==> config.mk <==
export PLATFORM = sky130hd
export DESIGN_NAME = sop_block_accumulator
export DESIGN_NICKNAME = d
export VERILOG_FILES = /design/src/rtl/sop_block_accumulator.sv
export SDC_FILE = /design/constraint.sdc
export NUM_CORES = 1
export LEC_CHECK = 0
export ABC_AREA = 1
export CAP_MARGIN = 20
export CORE_MARGIN = 3
export CORE_UTILIZATION = 50
export DETAILED_ROUTE_END_ITERATION = 6
export PLACE_DENSITY_LB_ADDON = 0.15
export SKIP_CTS_REPAIR_TIMING = 1
export SLEW_MARGIN = 10
export SYNTH_ARGS = -nofsm -noshare
export SYNTH_HDL_FRONTEND = slang
export SYNTH_SLANG_ARGS = --single-unit
==> constraint.sdc <==
create_clock -name clk -period 2.01 [get_ports clk]
set_clock_uncertainty 0.15 [all_clocks]
set_input_delay 0.402 -clock clk [delete_from_list [all_inputs] [get_ports clk]]
set_output_delay 0.402 -clock clk [all_outputs]
set_load 0.05 [all_outputs]
==> src/rtl/sop_block_accumulator.sv <==
// -----------------------------------------------------------------------------
// sop_block_accumulator
//
// Purpose:
//   Sits downstream of the sum-of-products stage. It accepts one unsigned
//   SUM_IN sample per input transfer and adds exactly N = 2**DEPTH_LOG2
//   samples into a block total. The total is presented on a registered
//   valid/ready output port. The producer is back-pressured only when a
//   finished block cannot be handed to the output register.
//
// Configuration macro:
//   SOP_ACC_AVG_EN - when defined, ACC_OUT carries the block mean
//                    (total >> DEPTH_LOG2, truncating, zero-extended).
//                    When undefined, ACC_OUT carries the full block total.
//
// Ports:
//   clk         in   1                      rising-edge clock
//   rst         in   1                      synchronous active-high reset
//   SUM_IN      in   WIDTH+2                unsigned input sample
//   IN_VALID    in   1                      SUM_IN is valid this cycle
//   IN_READY    out  1                      block accepts a sample this cycle
//   ACC_OUT     out  WIDTH+2+DEPTH_LOG2     registered block result
//   OUT_VALID   out  1                      ACC_OUT holds an unconsumed result
//   OUT_READY   in   1                      consumer takes ACC_OUT this cycle
//   SAMPLE_CNT  out  DEPTH_LOG2             samples accepted in current block
//   o_dbg_state out  1                      FSM state (0 = ACCUM, 1 = STALL)
//
// Handshake semantics (both ports):
//   A transfer happens on a rising edge where valid && ready are both 1.
//   Valid never waits on ready. IN_READY is decoded from the state register
//   only, so it has no combinational path from OUT_READY.
// -----------------------------------------------------------------------------
module sop_block_accumulator #(
  parameter int WIDTH      = 4,
  parameter int DEPTH_LOG2 = 2
) (
  input  logic                           clk,
  input  logic                           rst,
  input  logic [WIDTH+1:0]               SUM_IN,
  input  logic                           IN_VALID,
  output logic                           IN_READY,
  output logic [WIDTH+2+DEPTH_LOG2-1:0]  ACC_OUT,
  output logic                           OUT_VALID,
  input  logic                           OUT_READY,
  output logic [DEPTH_LOG2-1:0]          SAMPLE_CNT,
  output logic                           o_dbg_state
);

  localparam int AW = WIDTH + 2 + DEPTH_LOG2;
  localparam int N  = 1 << DEPTH_LOG2;

  typedef enum logic {
    ST_ACCUM = 1'b0,
    ST_STALL = 1'b1
  } state_t;

  state_t                r_state;
  state_t                w_state_nxt;
  logic [AW-1:0]         r_acc;
  logic [AW-1:0]         w_acc_nxt;
  logic [DEPTH_LOG2-1:0] r_cnt;
  logic [DEPTH_LOG2-1:0] w_cnt_nxt;
  logic [AW-1:0]         r_out;
  logic [AW-1:0]         w_out_nxt;
  logic                  r_out_valid;
  logic                  w_out_valid_nxt;

  logic                  w_in_fire;
  logic                  w_out_fire;
  logic                  w_last;
  logic [AW-1:0]         w_total;

  // Value written into ACC_OUT; acc itself always keeps the full total.
  function automatic logic [AW-1:0] f_shape(input logic [AW-1:0] t);
`ifdef SOP_ACC_AVG_EN
    return t >> DEPTH_LOG2;
`else
    return t;
`endif
  endfunction

  assign w_in_fire  = IN_VALID && (r_state == ST_ACCUM);
  assign w_out_fire = r_out_valid && OUT_READY;
  assign w_last     = (r_cnt == DEPTH_LOG2'(N - 1));
  // Zero-extended add; the accumulator is wide enough that it cannot wrap.
  assign w_total    = r_acc + AW'(SUM_IN);

  always_comb begin
    w_state_nxt     = r_state;
    w_acc_nxt       = r_acc;
    w_cnt_nxt       = r_cnt;
    w_out_nxt       = r_out;
    w_out_valid_nxt = r_out_valid;

    case (r_state)
      ST_ACCUM: begin
        // Consumer drained the register; a completing block below may refill it.
        if (w_out_fire) begin
          w_out_valid_nxt = 1'b0;
        end
        if (w_in_fire) begin
          if (!w_last) begin
            w_acc_nxt = w_total;
            w_cnt_nxt = r_cnt + DEPTH_LOG2'(1);
          end else if (!r_out_valid || w_out_fire) begin
            // Output register is free this edge: hand off with no bubble.
            w_out_nxt       = f_shape(w_total);
            w_out_valid_nxt = 1'b1;
            w_acc_nxt       = '0;
            w_cnt_nxt       = '0;
          end else begin
            // Hold the finished total in acc until the consumer takes ACC_OUT.
            w_acc_nxt   = w_total;
            w_cnt_nxt   = '0;
            w_state_nxt = ST_STALL;
          end
        end
      end
      ST_STALL: begin
        if (w_out_fire) begin
          w_out_nxt       = f_shape(r_acc);
          w_out_valid_nxt = 1'b1;
          w_acc_nxt       = '0;
          w_state_nxt     = ST_ACCUM;
        end
      end
      default: begin
        w_state_nxt = ST_ACCUM;
      end
    endcase
  end

  always_ff @(posedge clk) begin
    if (rst) begin
      r_state     <= ST_ACCUM;
      r_acc       <= '0;
      r_cnt       <= '0;
      r_out       <= '0;
      r_out_valid <= 1'b0;
    end else begin
      r_state     <= w_state_nxt;
      r_acc       <= w_acc_nxt;
      r_cnt       <= w_cnt_nxt;
      r_out       <= w_out_nxt;
      r_out_valid <= w_out_valid_nxt;
    end
  end

  assign IN_READY    = (r_state == ST_ACCUM);
  assign ACC_OUT     = r_out;
  assign OUT_VALID   = r_out_valid;
  assign SAMPLE_CNT  = r_cnt;
  assign o_dbg_state = r_state;

endmodule

# Word level (Yosys, flattened, before mapping)
# Index checks and enable logic that the tools add are counted.
word_totals:
  word_cells: 42
  out_inout_bits: 13
  regBits: 20
classes:
  mux: 22
  n_eq_ne: 5
  reduce_logical: 7
  n_bitwise: 1
  n_addsub: 2
ops:
  columns: ["operator", "n"]
  rows:
  - ["two-way mux 8 bit", 8]
  - ["case mux 8 bit (2 select lines)", 2]
  - ["two-way mux 1 bit", 9]
  - ["adder 8 x 6 -> 8 bit", 1]
  - ["inequality test 2 x 1 -> 1 bit, second input constant", 4]
  - ["case mux 1 bit (2 select lines)", 2]
  - ["AND reduction 2 bit", 2]
  - ["AND reduction 4 bit", 1]
  - ["adder 2 x 1 -> 2 bit, second input constant", 1]
  - ["== test 2 bit, second input constant", 1]
  - ["logical AND 1 bit", 2]
  - ["two-way mux 2 bit", 1]
  - ["zero test 1 bit", 1]
  - ["logical OR 1 bit", 1]
  - ["NOT 1 bit", 1]

# Logic depth before layout (Yosys ltp)
logic_depth:
  depth_word: 6
  ltp_mapped: 8
  mapped_depth_nobuf: 8

# Least setup slack after synthesis
# Ideal clock, no wire load.
synth_timing:
  path_kind: "register to register"
  start: "reg r_cnt[0] (netlist: SAMPLE_CNT[0])"
  end: "reg r_out[3] (netlist: ACC_OUT[3])"
  t_arrival_ns: 1.526
  path_slack_ns: 0.264
  setup_time_ns: 0.070
  stages_incl_launch_ff: 8
  t_required_ns: 1.790
  cell_sequence: "dfxtp_1 -> ha_1 -> inv_1 -> nor2_2 -> o21ai_4 -> inv_4 -> o21ai_1 -> a21oi_1"
synth_between:
  elab_chain_len: 3
synth_rtl:
  columns: ["element", "line", "rtl"]
  rows:
  - ["from (decl)", "61", "logic [DEPTH_LOG2-1:0] r_cnt;"]
  - ["from (signal assigned)", "143", "r_cnt <= w_cnt_nxt;"]
  - ["== test 2 bit", "84", "assign w_last = (r_cnt == DEPTH_LOG2'(N - 1));"]
  - ["inequality test 2 x 1 -> 1 bit (no line)", null, null]
  - ["AND reduction 4 bit (no line)", null, null]
  - ["to (signal assigned)", "144", "r_out <= w_out_nxt;"]
  - ["to (decl)", "63", "logic [AW-1:0] r_out;"]
# Every way passes these cells.
# A chain may end at the register's enable or synchronous reset.

# Worst setup path after layout
layout_timing:
  start: "in SUM_IN[0]"
  end: "reg r_acc[4]"
layout_between:
  elab_chain_len: 5
layout_rtl:
  columns: ["element", "line", "rtl"]
  rows:
  - ["from (decl)", "39", "input logic [WIDTH+1:0] SUM_IN,"]
  - ["adder 8 x 6 -> 8 bit (*)", "86", "assign w_total = r_acc + AW'(SUM_IN);"]
  - ["two-way mux 8 bit", "105", "end else if (!r_out_valid || w_out_fire) begin"]
  - ["two-way mux 8 bit (*)", "102", "if (!w_last) begin"]
  - ["two-way mux 8 bit (*)", "101", "if (w_in_fire) begin"]
  - ["case mux 8 bit (2 select lines) (*)", "95", "case (r_state)"]
  - ["to (signal assigned)", "142", "r_acc <= w_acc_nxt;"]
  - ["to (decl)", "59", "logic [AW-1:0] r_acc;"]
# Every way passes the cells marked *; elsewhere a longest branch is shown, timed or not. The select of a mux whose other input is x is not followed.

==> insert_results.sql <==
INSERT INTO impl_metrics (metric_group, metric, value, unit) VALUES
('outcome', 'run_status', 'finished clean', ''),
('synth', 'synth.largest_area_cell', 'dfxtp_1', ''),
('place', 'place_worst_setup_slack', '-0.236', 'ns'),
('sta', 'number_of_hold_slack_violations_in_the_final_timing_report', '0', ''),
('power_and_ir_drop', 'cellInternalPower', '729', 'uW'),
('cts', 'clockRootBuffer', 'clkbuf_4', ''),
('final_layout', 'postLayoutCoreUtil', '70.9', '%'),
('power_and_ir_drop', 'ratio_of_total_power_to_cell_area', '716', 'nW/um^2'),
('critical_path', 'crit_path_end', 'r_acc[4]$_SDFFE_PP0P_', ''),
('detailed_routing', 'remaining_drc_errors', '0', ''),
('grt', 'grt_antenna_before_repair', '0', ''),
('synth', 'synth_top_cell_area_share', '35.4', '%'),
('critical_path', 'critical_path_arrival', '2.04', 'ns'),
('power_and_ir_drop', 'p_clk_share', '31.9', '%'),
('sta', 'postLayoutSetupSlackWorst', '0.0556', 'ns'),
('floorplanning', 'floorplan.io_pins', '23', ''),
('sta', 'rsz0062_at_grt', 'false', ''),
('final_layout', 'num-nets-final', '209', ''),
('critical_path', 'slowest_delay', '0.43', 'ns'),
('sta', 'fmaxAchievable', '512', 'MHz'),
('final_layout', 'most-common-layout-cells', 'nand2_1, a21oi_1, dfxtp_1', ''),
('power_and_ir_drop', 'power.switching', '308', 'uW'),
('critical_path', 'worstRegToRegCells', '6', ''),
('sta', 'worstMarginPinSlew', '0.383', 'ns'),
('synth', 'sequential_fraction_of_the_synthesis_area', '35.4', '%'),
('cts', 'cts.reportedPaths.clkPinSlew', '0.12', 'ns'),
('synth', 'synthesis.nets', '181', ''),
('final_layout', 'layout_commonest_cell', 'nand2_1', ''),
('synth', 'synthDistinctLibCells', '23', ''),
('critical_path', 'reg2reg_setup_slack', '0.23', 'ns'),
('grt', 'overflow', '0', ''),
('synth', 'warning_count_from_the_yosys_run', '0', ''),
('power_and_ir_drop', 'peakVddDrop', '559', 'uV'),
('detailed_routing', 'final_routed_wirelength', '2730', 'microns'),
('detailed_routing', 'drt_iter0_markers', '34', ''),
('critical_path', 'cp.buffers_inverters', '1', ''),
('detailed_routing', 'vias_per_cell', '5.18', ''),
('critical_path', 'rr_startpoint', 'r_acc[0]$_SDFFE_PP0P_', ''),
('worst_hold_path', 'worstHoldPathType', 'reg2reg', ''),
('critical_path', 'startpoint_type', 'primary input', ''),
('floorplanning', 'placementRows', '16', ''),
('critical_path', 'cp_cell_sequence', 'clkdlybuf4s50_1 > ha_1 > fa_1 > a21oi_1 > xnor2_1 > nand2_1 > a21oi_1', ''),
('synth', 'synth_cells', '163', ''),
('floorplanning', 'die_span_x', '53.6', 'microns'),
('power_and_ir_drop', 'sequentialPowerShare', '42.7', '%'),
('cts', 'worstSkewPairLatency', '0.30', 'ns'),
('place', 'placed_cell_area', '1400', 'sq um'),
('cts', 'clock-sinks', '20', ''),
('floorplanning', 'chipHeight', '53.6', 'microns'),
('floorplanning', 'core', '2040', 'sq um'),
('critical_path', 'critical-path-top-cell-by-count', 'a21oi_1', ''),
('final_layout', 'filler_cell_count', '175', ''),
('critical_path', 'critical_path_depth', '7', ''),
('final_layout', 'finish.instance_area', '1450', 'sq um'),
('cts', 'clock_tree.htree_level_count', '1', ''),
('critical_path', 'timing_worst_setup_path_type', 'in2reg', ''),
('sta', 'fin_crit_sh', '97.2', '%'),
('sta', 'report.final.setup_viol', '0', ''),
('grt', 'first_global_vias', '1050', ''),
('cts', 'clock_path_buffers', '2', ''),
('sta', 'timing.max_slew.rel_slack', '74.4', '%'),
('synth', 'synth_seq_cells', '20', ''),
('critical_path', 'timing.critical_path.from', 'SUM_IN[0]', ''),
('power_and_ir_drop', 'pwr-share-comb', '25.5', '%'),
('place', 'number_of_port_buffers', '22', ''),
('grt', 'wire_length_of_the_first_global_routing_pass', '4390', 'microns'),
('critical_path', 'crit_family', 'adder cells', ''),
('floorplanning', 'die-area', '2870', 'sq um'),
('synth', 'post_synth_main_area_contributors', 'dfxtp_1, nand2_1, a21oi_1', ''),
('detailed_routing', 'ant_nets', '0', ''),
('synth', 'synthesis.area', '1130', 'sq um');
==> metal layers <==
layer  GRT usage, %  routed length, microns  up-vias
li1               -                       -      584
met4           8.51                      19        0
met5              0                       0        -
met3           2.49                     141        4
met1           25.0                    1200      509
met2           37.8                    1370       26
==> registers in the layout, indices dropped and copies added (netlist names) <==
register / count
ACC_OUT: 8
SAMPLE_CNT: 2
o_dbg_state: 1
OUT_VALID: 1
r_acc: 8
==> cell usage after synthesis (all sizes together) <==
cell type and number:
a21oi 22, a221oi 1, buf 4, dfxtp 20, fa 1, ha 7, inv 18, nand2 45
nand3 13, nand4 1, nor2 15, o211a 1, o21ai 12, xnor2 1, xor2 2
==> power by group through the flow <==
stage	Combinational (mW)	Clock [mW]	Sequential [mW]
5_1_grt	0.294	0.356	0.445
3_3_place_gp	0.253	0	0.449
2_1_floorplan	0.153	0	0.476
4_1_cts	0.264	0.337	0.442
6_report	0.264	0.330	0.443
3_5_place_dp	0.262	0	0.451
==> cells by family after synthesis <==
logic type / count (synthesis) / share of synthesized area (%)
buffers and inverters: 22 / 8.07
AOI/OAI and AO/OA: 36 / 17.7
adders and majority gates: 8 / 9.50
DFF: 20 / 35.4
xor gates and xnor gates: 3 / 2.32
and+or+nand+nor: 74 / 27.1
==> tightest hold or removal path, delay by kind of cell (launching register included) <==
kind	cells	cell delay (ns)
DFF	1	0.33
and+or+nand+nor	2	0.14
==> worst min path at each step <==
stage | end | slack [ns] | depth (start not counted) | start
6_report | ACC_OUT[1]$_SDFFE_PP0P_ | 0.35 | 2 | ACC_OUT[1]$_SDFFE_PP0P_
3_3_place_gp | ACC_OUT[0]$_SDFFE_PP0P_ | 0.32 | 2 | ACC_OUT[0]$_SDFFE_PP0P_
2_1_floorplan | r_acc[0]$_SDFFE_PP0P_ | 0.31 | 2 | r_acc[0]$_SDFFE_PP0P_
3_5_place_dp | ACC_OUT[1]$_SDFFE_PP0P_ | 0.33 | 2 | ACC_OUT[1]$_SDFFE_PP0P_
5_1_grt | r_acc[0]$_SDFFE_PP0P_ | 0.38 | 2 | r_acc[0]$_SDFFE_PP0P_
4_1_cts | ACC_OUT[1]$_SDFFE_PP0P_ | 0.35 | 2 | ACC_OUT[1]$_SDFFE_PP0P_
==> layout make-up <==
cell class | count | area (sq um) | share of cell area [%]
clock inverters | 1 | 30.0 | 2.07
inverters | 18 | 70.1 | 4.84
well taps | 27 | 33.8 | 2.33
clock buffers | 3 | 22.5 | 1.56
flip-flops and latches | 20 | 400 | 27.7
multi-input cells | 121 | 641 | 44.3
repair buffers | 27 | 250 | 17.3
==> per-stage QoR <==
| stage | instances | TNS [ns] | total power, mW | hold slack (ns) |
|---|---|---|---|---|
| 5_1_grt | 217 | 0 | 1.10 | 0.384 |
| 3_5_place_dp | 213 | -1.61 | 0.712 | 0.329 |
| 6_report | 217 | 0 | 1.04 | 0.351 |
| 3_3_place_gp | 213 | -1.22 | 0.703 | 0.320 |
| 4_1_cts | 217 | 0 | 1.04 | 0.351 |
| 2_1_floorplan | 163 | 0 | 0.629 | 0.312 |
No activity file was read; power rests on OpenSTA's default activity.
